File: src/rtl/rf_writeback_queue_if.sv
// Writeback request, register-file write and hazard-check signals of rf_writeback_queue.
// The queue itself connects through the slave modport, and the driving side through the master modport.
interface rf_writeback_queue_if #(
    parameter int DATA_W = 32,
    parameter int CNT_W  = 3
);
    logic              alu_valid;
    logic [4:0]        alu_rd;
    logic [DATA_W-1:0] alu_data;
    logic              alu_ready;
    logic              mem_valid;
    logic [4:0]        mem_rd;
    logic [DATA_W-1:0] mem_data;
    logic              mem_ready;
    logic              rf_we;
    logic [4:0]        rf_rd;
    logic [DATA_W-1:0] rf_din;
    logic [4:0]        chk_rs1;
    logic [4:0]        chk_rs2;
    logic              rs1_pending;
    logic              rs2_pending;
    logic [CNT_W-1:0]  count;
    logic              full;
    logic              empty;

    // valid/ready: a request transfers at the clk edge where valid && ready are both high;
    // ready never depends on valid of the same producer, and the memory path wins a tie.
    modport slave (
        input  alu_valid, alu_rd, alu_data, mem_valid, mem_rd, mem_data, chk_rs1, chk_rs2,
        output alu_ready, mem_ready, rf_we, rf_rd, rf_din, rs1_pending, rs2_pending,
        output count, full, empty
    );

    modport master (
        output alu_valid, alu_rd, alu_data, mem_valid, mem_rd, mem_data, chk_rs1, chk_rs2,
        input  alu_ready, mem_ready, rf_we, rf_rd, rf_din, rs1_pending, rs2_pending,
        input  count, full, empty
    );
endinterface

File: src/rtl/rf_writeback_queue.sv
// In-order register writeback queue draining one entry per cycle into the register file.
// Optional macro RF_WB_BYPASS_EN: a request arriving while empty is written the same cycle.
module rf_writeback_queue #(
    parameter int DEPTH  = 4,
    parameter int DATA_W = 32,
    parameter int CNT_W  = $clog2(DEPTH + 1)
) (
    input  logic clk,
    input  logic reset,
    rf_writeback_queue_if.slave wb
);
    localparam int PW = $clog2(DEPTH);

    logic [4:0]        rd_q   [DEPTH];
    logic [DATA_W-1:0] data_q [DEPTH];
    logic [PW-1:0]     head_q, tail_q;
    logic [CNT_W-1:0]  count_q;

    logic              full, empty;
    logic              accept, push, pop, bypass;
    logic [4:0]        in_rd;
    logic [DATA_W-1:0] in_data;
    logic [PW-1:0]     offset;
    logic              p1, p2;

    assign full  = (count_q == CNT_W'(DEPTH));
    assign empty = (count_q == '0);

    assign wb.count     = count_q;
    assign wb.full      = full;
    assign wb.empty     = empty;
    assign wb.mem_ready = !full;
    assign wb.alu_ready = !full && !wb.mem_valid;

    assign in_rd   = wb.mem_valid ? wb.mem_rd   : wb.alu_rd;
    assign in_data = wb.mem_valid ? wb.mem_data : wb.alu_data;
    assign accept  = !full && (wb.mem_valid || wb.alu_valid);
    assign pop     = !empty;

`ifdef RF_WB_BYPASS_EN
    assign bypass = accept && (in_rd != 5'd0) && empty;
`else
    assign bypass = 1'b0;
`endif
    // rd==0 requests are acknowledged but never occupy an entry.
    assign push = accept && (in_rd != 5'd0) && !bypass;

    always_ff @(posedge clk) begin
        if (reset) begin
            head_q  <= '0;
            tail_q  <= '0;
            count_q <= '0;
        end else begin
            if (push) tail_q <= tail_q + PW'(1);
            if (pop)  head_q <= head_q + PW'(1);
            case ({push, pop})
                2'b10:   count_q <= count_q + CNT_W'(1);
                2'b01:   count_q <= count_q - CNT_W'(1);
                default: count_q <= count_q;
            endcase
        end
    end

    always_ff @(posedge clk) begin
        if (!reset && push) begin
            rd_q[tail_q]   <= in_rd;
            data_q[tail_q] <= in_data;
        end
    end

    always_comb begin
        wb.rf_we  = 1'b0;
        wb.rf_rd  = 5'd0;
        wb.rf_din = '0;
        if (!empty) begin
            wb.rf_we  = 1'b1;
            wb.rf_rd  = rd_q[head_q];
            wb.rf_din = data_q[head_q];
        end else if (bypass) begin
            wb.rf_we  = 1'b1;
            wb.rf_rd  = in_rd;
            wb.rf_din = in_data;
        end
    end

    // An entry is live when its distance from head is below count; head included.
    always_comb begin
        p1     = 1'b0;
        p2     = 1'b0;
        offset = '0;
        for (int i = 0; i < DEPTH; i++) begin
            offset = PW'(i) - head_q;
            if (CNT_W'(offset) < count_q) begin
                if (rd_q[i] == wb.chk_rs1) p1 = 1'b1;
                if (rd_q[i] == wb.chk_rs2) p2 = 1'b1;
            end
        end
        wb.rs1_pending = p1 && (wb.chk_rs1 != 5'd0);
        wb.rs2_pending = p2 && (wb.chk_rs2 != 5'd0);
    end
endmodule
File: src/flat_wrapper.sv
// flat-port wrapper written by rule: the top's interface ports become plain ports
module rf_writeback_queue_flat 
#(
    parameter int DEPTH  = 4,
    parameter int DATA_W = 32,
    parameter int CNT_W  = $clog2(DEPTH + 1)
)
  (clk, reset, wb_alu_valid, wb_alu_rd, wb_alu_data, wb_mem_valid, wb_mem_rd, wb_mem_data, wb_chk_rs1, wb_chk_rs2, wb_alu_ready, wb_mem_ready, wb_rf_we, wb_rf_rd, wb_rf_din, wb_rs1_pending, wb_rs2_pending, wb_count, wb_full, wb_empty);
  rf_writeback_queue_if #(.DATA_W(DATA_W), .CNT_W(CNT_W)) wb_i ();
  input  logic clk;
  input  logic reset;
  input wire logic [$bits(wb_i.alu_valid)-1:0] wb_alu_valid;
  input wire logic [$bits(wb_i.alu_rd)-1:0] wb_alu_rd;
  input wire logic [$bits(wb_i.alu_data)-1:0] wb_alu_data;
  input wire logic [$bits(wb_i.mem_valid)-1:0] wb_mem_valid;
  input wire logic [$bits(wb_i.mem_rd)-1:0] wb_mem_rd;
  input wire logic [$bits(wb_i.mem_data)-1:0] wb_mem_data;
  input wire logic [$bits(wb_i.chk_rs1)-1:0] wb_chk_rs1;
  input wire logic [$bits(wb_i.chk_rs2)-1:0] wb_chk_rs2;
  output wire logic [$bits(wb_i.alu_ready)-1:0] wb_alu_ready;
  output wire logic [$bits(wb_i.mem_ready)-1:0] wb_mem_ready;
  output wire logic [$bits(wb_i.rf_we)-1:0] wb_rf_we;
  output wire logic [$bits(wb_i.rf_rd)-1:0] wb_rf_rd;
  output wire logic [$bits(wb_i.rf_din)-1:0] wb_rf_din;
  output wire logic [$bits(wb_i.rs1_pending)-1:0] wb_rs1_pending;
  output wire logic [$bits(wb_i.rs2_pending)-1:0] wb_rs2_pending;
  output wire logic [$bits(wb_i.count)-1:0] wb_count;
  output wire logic [$bits(wb_i.full)-1:0] wb_full;
  output wire logic [$bits(wb_i.empty)-1:0] wb_empty;
  assign wb_i.alu_valid = wb_alu_valid;
  assign wb_i.alu_rd = wb_alu_rd;
  assign wb_i.alu_data = wb_alu_data;
  assign wb_i.mem_valid = wb_mem_valid;
  assign wb_i.mem_rd = wb_mem_rd;
  assign wb_i.mem_data = wb_mem_data;
  assign wb_i.chk_rs1 = wb_chk_rs1;
  assign wb_i.chk_rs2 = wb_chk_rs2;
  assign wb_alu_ready = wb_i.alu_ready;
  assign wb_mem_ready = wb_i.mem_ready;
  assign wb_rf_we = wb_i.rf_we;
  assign wb_rf_rd = wb_i.rf_rd;
  assign wb_rf_din = wb_i.rf_din;
  assign wb_rs1_pending = wb_i.rs1_pending;
  assign wb_rs2_pending = wb_i.rs2_pending;
  assign wb_count = wb_i.count;
  assign wb_full = wb_i.full;
  assign wb_empty = wb_i.empty;
  rf_writeback_queue #(.DEPTH(DEPTH), .DATA_W(DATA_W), .CNT_W(CNT_W)) u_core (.clk(clk), .reset(reset), .wb(wb_i));
endmodule
File: config.mk
export PLATFORM = sky130hd
export DESIGN_NAME = rf_writeback_queue_flat
export DESIGN_NICKNAME = d
export VERILOG_FILES = /design/src/rtl/rf_writeback_queue_if.sv /design/src/rtl/rf_writeback_queue.sv /design/src/flat_wrapper.sv
export SDC_FILE = /design/constraint.sdc
export NUM_CORES = 1
export LEC_CHECK = 0
export ABC_AREA = 1
export CAP_MARGIN = 20
export CELL_PAD_IN_SITES_DETAIL_PLACEMENT = 1
export CELL_PAD_IN_SITES_GLOBAL_PLACEMENT = 1
export CORE_UTILIZATION = 40
export CTS_CLUSTER_DIAMETER = 80
export DETAILED_ROUTE_END_ITERATION = 10
export HOLD_SLACK_MARGIN = 0.12
export PLACE_DENSITY = 0.81
export SYNTH_ARGS = -nofsm -noshare
export SYNTH_HDL_FRONTEND = slang
export SYNTH_SLANG_ARGS = --single-unit
File: constraint.sdc
create_clock -name clk -period 5.1 [get_ports clk]
set_clock_uncertainty 0.2 [all_clocks]
set_input_delay 1.275 -clock clk [delete_from_list [all_inputs] [get_ports clk]]
set_output_delay 1.275 -clock clk [all_outputs]
set_load 0.03 [all_outputs]
== Word level (Yosys, flattened, before mapping) ==
Memory sizes are Yosys's and may differ from the RTL's. A register that Yosys moved wholly into a read port is not among the register bits.
Index checks and enable logic that the tools add are counted.

* Flip-flop bits (word level): 7
* Latch bits: 0
* Memory bits (writable): 148
* ROM bits: 0
* Bits of input ports: 88
* Output and inout port bits: 47
* Logic and storage cells: 72
* Memories kept: 2

{| class="wikitable"
|+ Memory list
! memory !! depth !! width !! read ports !! clocked after Yosys merged registers in !! wr ports !! RTL line !! RTL
|-
| u_core.data_q || 4 || 32 || 1 || 1 || 1 || rf_writeback_queue.sv:15 || <nowiki>logic [DATA_W-1:0] data_q [DEPTH];</nowiki>
|-
| u_core.rd_q || 4 || 5 || 5 || 1 || 1 || rf_writeback_queue.sv:14 || <nowiki>logic [4:0] rd_q [DEPTH];</nowiki>
|}

* Add/subtract/negate cells: 8
* Multipliers: 0
* Divide/modulo/power cells: 0
* Magnitude comparators: 4
* Eq/ne operators: 11
* Shift operators: 0
* Multiplexer cells: 28
* Bitwise logic cells: 0
* Reductions and logical operators: 16

{| class="wikitable"
|+ Operator list
! kind !! count
|-
| 32-bit 2-to-1 mux || 2
|-
| 5-bit equality test || 8
|-
| 1-bit 2-to-1 mux || 19
|-
| 5-bit nonzero test || 3
|-
| 2-bit by 3-bit < comparator with 1-bit output || 4
|-
| 5-bit 2-to-1 mux || 2
|-
| 2-bit 2-to-1 mux || 4
|-
| 1-bit logical AND || 6
|-
| 3-bit case mux with 2 select lines || 1
|-
| 2-bit by 1-bit adder with 2-bit output (second input constant) || 2
|-
| 1-bit logical NOT || 4
|-
| 1-bit by 2-bit subtractor with 2-bit output (first input constant) || 2
|-
| 2-bit subtractor (first input constant) || 2
|-
| 3-bit by 1-bit adder with 3-bit output (second input constant) || 1
|-
| 3-bit equality test (second input constant) || 1
|-
| 3-bit logical NOT || 1
|-
| 3-bit by 1-bit subtractor with 3-bit output (second input constant) || 1
|-
| 2-bit by 1-bit equality test with 1-bit output (second input constant) || 1
|-
| 2-bit equality test (second input constant) || 1
|-
| 2-bit nonzero test || 1
|-
| 1-bit logical OR || 1
|}

== Longest topological paths before layout ==
Gate-level depths: netlist of the first run.
An unclocked memory read counts as a cell.

* Depth after elaboration: 11
* Mapped depth: 13
* Depth with buffers taken out: 13

== Worst setup path after synthesis of the first run ==
OpenSTA, ideal clock, no wires.

* Kind: input -> register
* Start point: in wb_mem_valid
* End point: mem u_core.data_q[0][0], enable pin
* Library setup time: 0.431 ns
* Arrival: 3.467 ns
* Required time: 4.469 ns
* Path slack: 1.002 ns
* Stages on the path: 7
* Path buffers: 1
* Cells stage by stage: buf_2 -> nand2_1 -> nand2_1 -> nor2_1 -> nand3_2 -> nand3_1 -> nor2_1

* Word-level cells in the longest chain between the ends: 6
* Elaborated cells on any way between the ends: 8
* Classes of those cells: mux (3); reduce/logical (5)

{| class="wikitable"
|+ Ends and longest elaborated chain
! item !! RTL line !! RTL
|-
| from (decl) || flat_wrapper.sv:15 || <nowiki>input wire logic [$bits(wb_i.mem_valid)-1:0] wb_mem_valid;</nowiki>
|-
| 5-bit 2-to-1 mux || rf_writeback_queue.sv:35 || <nowiki>assign in_rd = wb.mem_valid ? wb.mem_rd : wb.alu_rd;</nowiki>
|-
| named net u_core.in_rd[3] || rf_writeback_queue.sv:21 || <nowiki>logic [4:0] in_rd;</nowiki>
|-
| 5-bit nonzero test || rf_writeback_queue.sv:46 || <nowiki>assign push = accept && (in_rd != 5'd0) && !bypass;</nowiki>
|-
| 1-bit logical AND || rf_writeback_queue.sv:46 ||
|-
| 1-bit logical AND || rf_writeback_queue.sv:65 || <nowiki>if (!reset && push) begin</nowiki>
|-
| 1-bit 2-to-1 mux || rf_writeback_queue.sv:65 ||
|-
| 1-bit 2-to-1 mux (not written as such) || rf_writeback_queue.sv:67 || <nowiki>data_q[tail_q] <= in_data;</nowiki>
|-
| to (decl) || rf_writeback_queue.sv:15 ||
|}

The timed path passes the listed nets, and every way through them passes these cells.

== Worst setup path in the final report of the first run ==
* Start point: in wb_chk_rs2[1]
* End point: out wb_rs2_pending

* Word-level cells in the longest chain between the ends: 10
* Elaborated cells on any way between the ends: 14
* Classes of those cells: eq/ne (4); mux (8); reduce/logical (2)

{| class="wikitable"
|+ Ends and longest elaborated chain
! item !! RTL line !! RTL
|-
| from (decl) || flat_wrapper.sv:19 || <nowiki>input wire logic [$bits(wb_i.chk_rs2)-1:0] wb_chk_rs2;</nowiki>
|-
| 5-bit equality test || rf_writeback_queue.sv:95 || <nowiki>if (rd_q[i] == wb.chk_rs2) p2 = 1'b1;</nowiki>
|-
| 1-bit 2-to-1 mux || rf_writeback_queue.sv:95 ||
|-
| 1-bit 2-to-1 mux || rf_writeback_queue.sv:93 || <nowiki>if (CNT_W'(offset) < count_q) begin</nowiki>
|-
| 1-bit 2-to-1 mux || rf_writeback_queue.sv:95 ||
|-
| 1-bit 2-to-1 mux || rf_writeback_queue.sv:93 ||
|-
| 1-bit 2-to-1 mux || rf_writeback_queue.sv:95 ||
|-
| 1-bit 2-to-1 mux || rf_writeback_queue.sv:93 ||
|-
| 1-bit 2-to-1 mux || rf_writeback_queue.sv:95 ||
|-
| 1-bit 2-to-1 mux || rf_writeback_queue.sv:93 ||
|-
| 1-bit logical AND * || rf_writeback_queue.sv:99 || <nowiki>wb.rs2_pending = p2 && (wb.chk_rs2 != 5'd0);</nowiki>
|-
| to (decl) || flat_wrapper.sv:26 || <nowiki>output wire logic [$bits(wb_i.rs2_pending)-1:0] wb_rs2_pending;</nowiki>
|}

Mark *: on every way between the ends. The rest lies on a longest branch, timed or not.

==> flow_summary.toml, run 1 <==
[cts]
cts_hold_buffers = 0
cts_tree = "yes"
ctsResizeCount = 0
clockBufferDepth = 2
cts_buffers = 17
cts-root-buf = "clkbuf_16"
insertion_delay_ns = 0.41
clk_pin_slew_ns = 0.05
clock_sinks = 157
cts_setup_buffers = 0
htree_levels = 4

[logic_synthesis]
avgSynthCellArea_um2 = 9.608
synth_largest_area_cell = "edfxtp_1"
ys_types = 24
yosysSeqAreaShare_pct = 62.59
ys_seq_elements = 157
yosysWarnings = 0
synth_top_area_share_pct = 60.15
syn_nets = 867
synth_top_cells_by_area = "edfxtp_1, nand2_1, nor2_1, o21ai_0, a21oi_1"
synthCells = 769
syn_area_um2 = 7388

[sta]
fin_tns_setup_ns = 0
finalSetupViolCount = 0
tightest_slew_ns = 0.8154
rsz0062_at_grt = "false"
slew_viol_final = 0
fin_crit_sh_pct = 92.37
postLayoutSetupSlackWorst_ns = 0.3891
max_slew_margin_pct = 45.58
clock.fmax_mhz = 212.3
hold_viol_final = 0
fin_hold_ws_ns = 0.3198
layout_min_cycle_time_ns = 4.711

[placement]
portBuffers = 134
pre_cts_slack_ns = 0.3902
place_inst = 1106
place.gp.congestion = 0.8162
dpl.hpwl_um = 13590

[layout]
syn_to_final_growth_pct = 30.19
nets = 994
utilization_pct = 53.37
layout-drive-gt1-share_pct = 6.051
num_antenna_cells = 0
nFillCells = 2018
layoutNonFillerInstCount = 1138

[global_routing]
grt_pass1_wl_um = 29810
antenna_found_initial = 0
globalRouteTotalUtil_pct = 21.37
grt_overflow = 0
grt_max_degree = 53
grt_pass1_vias = 5737

[route]
route.detailed.drc = 0
drt_iter0_drc = 222
drt_wl_total_um = 19670
viasPerCell = 5.042
dr.pass1.iters = 5
wire_per_inst_um = 17.28
final_antenna_net_count = 0
vias = 5738

[worst_setup_path]
cp_slowest_stage_delay_ns = 0.68
endpoint_kind = "primary output"
critical-path-slowest-cell = "clkdlybuf4s50_1"
path_class = "primary input to primary output"
critPathLaunchType = "primary input"
crit_fanout = 6
rr_worst_depth = 6
critPathRequiredTime_ns = 3.62
path_cells = "clkdlybuf4s50_1 -> inv_1 -> nand2_1 -> nand2_1 -> nor2_1 -> nand4_1 -> nand2_1 -> nor2_1 -> nor2_1 -> clkdlybuf4s50_1"
arrival_ns = 3.24

[floorplan]
fp.dieW_um = 137.9
core_um2 = 18020
start_util_pct = 40.99
fp.dieH_um = 137.9
fp-row-count = 49
ios = 135
die_area_um2 = 19020

[pwr]
peakVddDrop_mv = 0.2693
p_leak_nw = 3.644
power_density_nw_per_um2 = 551.4

[worst_hold_path]
hp-class = "flop to flop"
holdPathStages = 1

[outcome]
status = "complete, no violations"

[run]
drv_cap = 0
-- layout make-up --
class / count / area (um2) / share of cell area (%)
inverters: 39 / 146.4 / 1.522
clock buffers: 20 / 436.7 / 4.540
flip-flops and latches: 157 / 4629 / 48.13
well taps: 229 / 286.5 / 2.979
multi-input cells: 532 / 2477 / 25.75
repair buffers: 149 / 1499 / 15.58
clock inverters: 12 / 143.9 / 1.496
-- layout by cell type (no fill, tap or decap), types with 9 or more instances in the layout --
cell type,synthesis,final
buf_4,0,11
ha_1,9,9
nand2_1,179,179
inv_1,36,35
edfxtp_1,148,148
a21oi_1,51,51
clkdlybuf4s50_1,0,133
clkbuf_16,0,17
o21ai_0,76,76
xnor2_1,20,20
nor2_1,168,164
-- power by group --
| part | internal [mW] | switching [mW] |
|---|---|---|
| Clock | 0.765 | 0.476 |
| Combinational | 0.858 | 1.51 |
| Sequential | 1.57 | 0.121 |
-- cell usage after synthesis --
master	count
xor2_1	7
dfxtp_1	9
clkbuf_1	24
a21oi_1	51
nand3_1	5
xnor2_1	20
buf_1	4
inv_1	36
o21ai_0	76
nor4_1	2
nor3_2	1
nand2_2	2
nor2_1	168
ha_1	9
nand2_1	179
fa_1	1
buf_2	13
o211ai_1	4
nand4_1	4
o21ai_2	1
nand3_2	1
or2_0	1
inv_2	3
edfxtp_1	148
-- critical path, delay by kind of cell --
kind	cells	cell delay (ns)
and+or+nand+nor	7	0.56
buffers and inverters	3	1.39
-- stage by stage --
step	power [mW]	area (um2)
after floorplan	3.122	7388
after global placement	4.045	9039
after detailed placement	4.118	9039
after CTS	5.367	9619
after global routing	5.595	9619
final	5.304	9619
-- layer usage --
metal / vias to the layer above / GRT usage (%) / wire length [um]
li1: 2808 / - / -
met1: 2807 / 25.73 / 8484
met2: 115 / 39.03 / 10410
met3: 8 / 3.143 / 618
met4: 0 / 6.824 / 156
met5: - / 0 / 0
-- cell families after synthesis --
family,synth area share (%)
flops,62.59
xor+xnor,3.201
compound gates,9.128
fa+ha+maj,1.795
buf+inv,4.284
simple gates,19.00
-- registers in the layout, indices dropped and copies added, names as in the netlist, named ones only --
signal and count:
u_core.data_q 128, u_core.head_q 2, u_core.rd_q 20, u_core.tail_q 2, u_core.wb.count 3
-- path summary, 6_finish.rpt --
check,slack (ns),startpoint,end
worst max register to register,2.39,u_core.wb.count[2]$_SDFFE_PP0P_,u_core.data_q[0][22]$_DFFE_PP_
worst max-delay path,0.39,wb_chk_rs2[1],wb_rs2_pending
worst min register to register,0.32,u_core.head_q[0]$_SDFFE_PP0N_,flop
worst min-delay path,0.32,u_core.head_q[0]$_SDFFE_PP0N_,flop
No activity file was read; power rests on OpenSTA's default activity.
==> run 2: changes to the inputs <==
--- a/config.mk
+++ b/config.mk
@@ -12,6 +12,7 @@
 export CORE_UTILIZATION = 40
 export CTS_CLUSTER_DIAMETER = 80
 export DETAILED_ROUTE_END_ITERATION = 10
+export GPL_ROUTABILITY_DRIVEN = 0
 export HOLD_SLACK_MARGIN = 0.12
 export PLACE_DENSITY = 0.81
 export SYNTH_ARGS = -nofsm -noshare
==> results of run 2 <==
Final layout, timing and power as in run 1 (identical DEF).
==> run 3: changes to the inputs <==
--- a/config.mk
+++ b/config.mk
@@ -13,7 +13,6 @@
 export CTS_CLUSTER_DIAMETER = 80
 export DETAILED_ROUTE_END_ITERATION = 10
 export GPL_ROUTABILITY_DRIVEN = 0
-export HOLD_SLACK_MARGIN = 0.12
 export PLACE_DENSITY = 0.81
 export SYNTH_ARGS = -nofsm -noshare
 export SYNTH_HDL_FRONTEND = slang
==> results of run 3 <==
Final layout, timing and power as in run 1 (identical DEF).
